===== src/rtl/recirc_mux_sync_rx.sv =====
// -----------------------------------------------------------------------------
// recirc_mux_sync_rx
//   Receive-domain half of a recirculation-mux synchroniser (clk2 domain only).
//   The EN qualifier is passed through a SYNC_STAGES flop chain and then
//   edge-detected. Each detected event loads data_in through a recirculation
//   mux into the holding register. data_in itself is never synchronised. The
//   source keeps data_in stable from its EN change until the capture edge, so
//   sampling it directly on the event cycle is safe. Captured words are offered
//   on a valid/ready handshake. The block also reports a sticky overrun flag
//   and keeps a wrapping count of accepted captures.
//
// Ports
//   clk2         in   receive-domain clock
//   rst_clk2     in   asynchronous active-high reset, released on clk2
//   EN           in   asynchronous transfer qualifier from the source domain
//   data_in      in   asynchronous data word [WIDTH-1:0]
//   data_ready   in   consumer accepts data_out while data_valid=1
//   overrun_clr  in   clears the sticky overrun flag
//   data_out     out  captured data word [WIDTH-1:0]
//   data_valid   out  data_out holds an unconsumed word
//   overrun      out  sticky: an event arrived while the holding register was full
//   xfer_count   out  accepted captures, wraps modulo 2^CNT_WIDTH
// -----------------------------------------------------------------------------
module recirc_mux_sync_rx #(
  parameter int WIDTH       = 8,
  parameter int SYNC_STAGES = 2,
  parameter int TOGGLE_MODE = 0,
  parameter int CNT_WIDTH   = 8
) (
  input  logic                 clk2,
  input  logic                 rst_clk2,
  input  logic                 EN,
  input  logic [WIDTH-1:0]     data_in,
  input  logic                 data_ready,
  input  logic                 overrun_clr,
  output logic [WIDTH-1:0]     data_out,
  output logic                 data_valid,
  output logic                 overrun,
  output logic [CNT_WIDTH-1:0] xfer_count
);

  localparam logic EMPTY = 1'b0;
  localparam logic FULL  = 1'b1;

  // EN synchroniser chain; stage 0 is the only flop that sees the async input.
  logic [SYNC_STAGES-1:0] sync_q;
  logic                   en_s;
  logic                   en_d_q;
  logic                   ev_pulse;

  genvar gi;
  generate
    for (gi = 0; gi < SYNC_STAGES; gi++) begin : g_sync
      if (gi == 0) begin : g_first
        always_ff @(posedge clk2 or posedge rst_clk2) begin
          if (rst_clk2) sync_q[gi] <= 1'b0;
          else          sync_q[gi] <= EN;
        end
      end else begin : g_rest
        always_ff @(posedge clk2 or posedge rst_clk2) begin
          if (rst_clk2) sync_q[gi] <= 1'b0;
          else          sync_q[gi] <= sync_q[gi-1];
        end
      end
    end
  endgenerate

  assign en_s = sync_q[SYNC_STAGES-1];

  always_ff @(posedge clk2 or posedge rst_clk2) begin
    if (rst_clk2) en_d_q <= 1'b0;
    else          en_d_q <= en_s;
  end

  // Edge detector. It yields a single-cycle event per qualifying EN transition.
  generate
    if (TOGGLE_MODE != 0) begin : g_toggle
      assign ev_pulse = en_s ^ en_d_q;
    end else begin : g_rise
      assign ev_pulse = en_s & ~en_d_q;
    end
  endgenerate

  // Holding register, handshake state, overrun flag and transfer counter.
  logic                 state_q, state_d;
  logic [WIDTH-1:0]     hold_q, hold_d;
  logic                 overrun_q, overrun_d;
  logic [CNT_WIDTH-1:0] cnt_q, cnt_d;

  always_comb begin
    state_d   = state_q;
    hold_d    = hold_q;          // recirculate unless a capture is accepted
    cnt_d     = cnt_q;
    // Clear first so that a same-cycle overrun below overrides it.
    overrun_d = overrun_q & ~overrun_clr;
    case (state_q)
      EMPTY: begin
        if (ev_pulse) begin
          state_d = FULL;
          hold_d  = data_in;
          cnt_d   = cnt_q + CNT_WIDTH'(1);
        end
      end
      FULL: begin
        if (ev_pulse) begin
          if (data_ready) begin
            // Old word consumed this cycle, so the new one takes its slot.
            hold_d = data_in;
            cnt_d  = cnt_q + CNT_WIDTH'(1);
          end else begin
            // The register is still occupied, so the new word is dropped.
            overrun_d = 1'b1;
          end
        end else if (data_ready) begin
          state_d = EMPTY;
        end
      end
      default: state_d = EMPTY;
    endcase
  end

  always_ff @(posedge clk2 or posedge rst_clk2) begin
    if (rst_clk2) begin
      state_q   <= EMPTY;
      hold_q    <= '0;
      overrun_q <= 1'b0;
      cnt_q     <= '0;
    end else begin
      state_q   <= state_d;
      hold_q    <= hold_d;
      overrun_q <= overrun_d;
      cnt_q     <= cnt_d;
    end
  end

  assign data_out   = hold_q;
  assign data_valid = (state_q == FULL);
  assign overrun    = overrun_q;
  assign xfer_count = cnt_q;

endmodule


===== config.mk =====
export PLATFORM = sky130hd
export DESIGN_NAME = recirc_mux_sync_rx
export DESIGN_NICKNAME = d
export VERILOG_FILES = /design/src/rtl/recirc_mux_sync_rx.sv
export SDC_FILE = /design/constraint.sdc
export NUM_CORES = 1
export LEC_CHECK = 0
export CELL_PAD_IN_SITES_DETAIL_PLACEMENT = 0
export CELL_PAD_IN_SITES_GLOBAL_PLACEMENT = 1
export CORE_UTILIZATION = 30
export DETAILED_ROUTE_END_ITERATION = 6
export DONT_BUFFER_PORTS = 1
export GPL_TIMING_DRIVEN = 1
export PLACE_DENSITY_LB_ADDON = 0.1
export SYNTH_ARGS = -nofsm -noshare
export SYNTH_HDL_FRONTEND = slang
export SYNTH_SLANG_ARGS = --single-unit

===== constraint.sdc =====
create_clock -name clk2 -period 1.2 [get_ports clk2]
set_clock_uncertainty 0.15 [all_clocks]
set_input_delay 0.12 -clock clk2 [delete_from_list [all_inputs] [get_ports clk2]]
set_output_delay 0.12 -clock clk2 [all_outputs]
set_load 0.1 [all_outputs]

==> results of run 1 <==
-- cell usage after synthesis --
cell	instances
sky130_fd_sc_hd__and3_1	1
sky130_fd_sc_hd__buf_8	1
sky130_fd_sc_hd__dfrtp_1	21
sky130_fd_sc_hd__ha_1	1
sky130_fd_sc_hd__inv_1	2
sky130_fd_sc_hd__mux2_1	2
sky130_fd_sc_hd__mux2_2	1
sky130_fd_sc_hd__mux2_4	6
sky130_fd_sc_hd__nand2_1	2
sky130_fd_sc_hd__nand2b_4	1
sky130_fd_sc_hd__nand3_1	3
sky130_fd_sc_hd__nand4_1	2
sky130_fd_sc_hd__nor2_8	1
sky130_fd_sc_hd__nor2b_4	1
sky130_fd_sc_hd__nor3_2	1
sky130_fd_sc_hd__o22ai_1	1
sky130_fd_sc_hd__or2b_1	1
sky130_fd_sc_hd__xnor2_1	5
sky130_fd_sc_hd__xor2_1	2
-- sequential cells by signal (all words and copies together) (netlist names) --
signal / count
xfer_count: 8
en_s: 1
overrun: 1
data_out: 8
en_d_q: 1
sync_q: 1
data_valid: 1
-- power groups by stage --
stage	logic [W]	registers [W]	clock network, W
global placement	0.00196	0.00105	0
CTS	0.00242	0.00108	0.000348
global route	0.00256	0.00111	0.000377
finish	0.00248	0.00108	0.000330
floorplan	0.000265	0.00219	0
detailed placement	0.00196	0.00106	0
-- kinds of logic (layout without fill, tap and decap cells) --
| logic type | Yosys count | count (layout) | share of synthesized area |
|---|---|---|---|
| and+or+nand+nor | 13 | 13 | 0.1239 |
| buffers and inverters | 3 | 56 | 0.02624 |
| muxes | 9 | 9 | 0.1443 |
| AOI/OAI and AO/OA | 1 | 1 | 0.007293 |
| DFF | 21 | 21 | 0.6122 |
| adders and majority gates | 1 | 1 | 0.01457 |
| xor gates and xnor gates | 7 | 7 | 0.07143 |
-- cell usage in the layout (no fill, tap or decap), types with 3 or more instances in the layout --
master	instances
sky130_fd_sc_hd__buf_4	14
sky130_fd_sc_hd__buf_6	5
sky130_fd_sc_hd__dlygate4sd3_1	12
sky130_fd_sc_hd__dfrtp_1	13
sky130_fd_sc_hd__clkbuf_4	3
sky130_fd_sc_hd__dfrtp_2	6
sky130_fd_sc_hd__xnor2_1	5
sky130_fd_sc_hd__mux2_4	9
sky130_fd_sc_hd__buf_12	19
-- path summary, 6_finish.rpt --
path                       slack [ps]                        end
setup / recovery                 -240    data_out[2]$_DFFE_PP0P_
hold / removal                     40        sync_q[0]$_DFF_PP0_
setup reg to reg                 -240    data_out[2]$_DFFE_PP0P_
hold reg to reg                   220             en_s$_DFF_PP0_
max in group asynchronous         470  xfer_count[2]$_DFFE_PP0P_
min in group clk2                 100  xfer_count[1]$_DFFE_PP0P_
-- cell type report --
cell class | instances | share of cell area
Tap cell | 31 | 0.02409
Timing Repair Buffer | 50 | 0.4110
Multi-Input combinational cell | 31 | 0.2082
Sequential cell | 21 | 0.3357
Inverter | 2 | 0.004662
Clock buffer | 4 | 0.01632
-- per-layer routing --
metal | global-route usage | vias up
li1 | - | 292
met1 | 0.1553 | 296
met2 | 0.1893 | 19
met3 | 0.02342 | 4
met4 | 0.06429 | 0
met5 | 0 | -
-- per-stage QoR --
step                hold WS [ps]    util  setup WS [ps]  TNS [ps]  total power [W]
finish                     41.11  0.5890         -239.0     -3869         0.003895
CTS                        38.43  0.5670         -248.8     -3925         0.003851
global route               62.24  0.5890         -284.8     -5168         0.004051
global placement          -182.3  0.4481         -226.6     -2945         0.003014
floorplan                 -53.85       -         -431.0     -5964         0.002459
detailed placement        -175.7  0.4481         -235.5     -3131         0.003021
-- what timing repair did --
| action | CTS | global route |
|---|---|---|
| hold buffers | 12 | 0 |
| buffers inserted | 9 | 5 |
| resized for setup | 27 | 5 |
| hold endpoints to repair | 32 | 0 |
| pin swaps | 5 | 2 |
| endpoints found under the setup margin | 27 | 36 |
==> impl_metrics.csv, run 1 <==
group,metric,value,unit
grt,overflow,0,
power,max-vdd-ir-drop,1.858,mV
route,wire_per_inst,11.52,µm
grt,grt_pass1_vias,650,
route,detail_route.vias_per_cell,4.396,
route,detail_route.iter0.violations,6,
synth,mappedNetlistArea,858.3,µm²
timing,setup_viol,22,
timing,max_slew_margin,0.8028,
critical_path,timing.reg2reg.worst_path_depth,4,
finish,final.fill_count,231,
power,share_seq_of_total_power,0.278,
route,detailroute.wirelength.met2,813,µm
grt,globalRouteTotalUtil,0.1199,
place,numPortBuffers,0,
synth,yosys.area.top_type_share,0.6122,
clock_tree,ctsLongestPathBuffers,2,
critical_path,setup.worst_path.start_class,"flip-flop",
place,detailedPlacementHpwl,1.128,mm
power,p_sw_frac,0.4767,
floorplanning,die_x,55.49,µm
timing,postLayoutSetupSlackWorst,-239.0,ps
grt,antenna_found_initial,0,
floorplanning,die-height,55.49,µm
critical_path,critical_path_peak_fanout,9,
hold_path,min-delay-path-class,"primary input to asynchronous set/reset pin",
floorplanning,std_cell_rows,19,
critical_path,worstSetupPathType,"flip-flop to flip-flop",
finish,insertedDiodeCount,0,
route,vias_after_detailed_routing,611,
synth,yosysUniqueCellTypes,19,
route,remaining_number_of_nets_flagged_by_the_antenna_check_after_routing,0,
place,detailed_place.area,1225,µm²
timing,grt_setup_unrepaired,"yes",
critical_path,setup.worst_path.end_class,"flip-flop",
flow_run,timing.max_cap.violations,0,
critical_path,worst_path_largest_cell_delay,490,ps
critical_path,r2r-start,"data_valid$_DFF_PP0_",
finish,final_cell_area,1610,µm²
power,p_clk_frac,0.085,
timing,final.period_utilization,1.199,
place,place.gp.congestion,0.6714,
synth,syn-num-nets,69,
clock_tree,cts-buffers-inserted,3,
route,drt_first_pass_iters,2,
place,placed_cells_incl_taps,109,
power,internal_power,0.002038,W
clock_tree,clock-sinks,21,
synth,synth.ff_latch_count,21,
synth,synth-warning-count,0,
critical_path,path_delay_family,"flip-flops",
power,leakagePower,0.7346,nW
finish,layout-area-overhead-vs-synth,87.61,%
power,total_power_divided_by_cell_area,2419,nW/µm²
synth,postSynthCellCount,55,
floorplanning,core_area,2734,µm²
critical_path,cp_cell_sequence,"nor2b_4, nor2_8, buf_12, mux2_4",
route,drc,0,
route,met3RoutedLength,72,µm
route,topRoutingLayerUsed,"met4",
grt,grt_pass1_wl,2.829,mm
synth,synth.yosys.seq_area_share,0.6122,
floorplanning,io_pins,31,
synth,post_synth.cell_area_avg,15.61,µm²
outcome,failed_checks,"setup timing",
finish,fin_nets,123,
synth,synth_area_leaders,"sky130_fd_sc_hd__dfrtp_1, sky130_fd_sc_hd__mux2_4, sky130_fd_sc_hd__xnor2_1",
critical_path,crit_arrival,1480,ps
clock_tree,clk_pin_slew_worst_paths,110,ps
timing,fmax,694.9,MHz
timing,worstMarginPinSlew,295.5,ps
clock_tree,ctsRootBufferMaster,"sky130_fd_sc_hd__clkbuf_4",
timing,finalHoldViolCount,0,
finish,seq_area,540.5,µm²
critical_path,timing.critical_path.buf_inv,1,
synth,yosysTopAreaCell,"sky130_fd_sc_hd__dfrtp_1",
outcome,run_status,"complete, but fails checks",
finish,area_taken_by_multi_input_logic_gates,335.3,µm²
critical_path,worst_ep_required_time,1240,ps
power,combPwrFrac,0.637,
clock_tree,htreeDepth,1,
critical_path,slowest_stage_cell_crit_path,"sky130_fd_sc_hd__dfrtp_4",
power,netSwitchingPower,0.001857,W
clock_tree,worst_skew_pair.late_latency,300,ps
critical_path,crit_cells,4,
floorplanning,floorplan.initialDensity,0.3140,
route,routedLengthMet1,678,µm
timing,finalMaxSlewViolations,0,
finish,final_layout_size_suffix_gt1_frac,0.5926,
route,wirelength,1.601,mm
clock_tree,cts_tree,"built",
grt,grt_start_max_net_pins,16,
finish,stdcell_count,139,
floorplanning,dieArea,3079,µm²
critical_path,crit_path_start,"data_valid$_DFF_PP0_",
timing,post-route-min-period,1439,ps
Note: power is estimated with default switching activity, not from simulation.
==> run 2: changes to the inputs <==
Settings changed: CAP_MARGIN from default to 25.
==> results of run 2 <==
Final layout, timing and power as in run 1 (identical DEF).
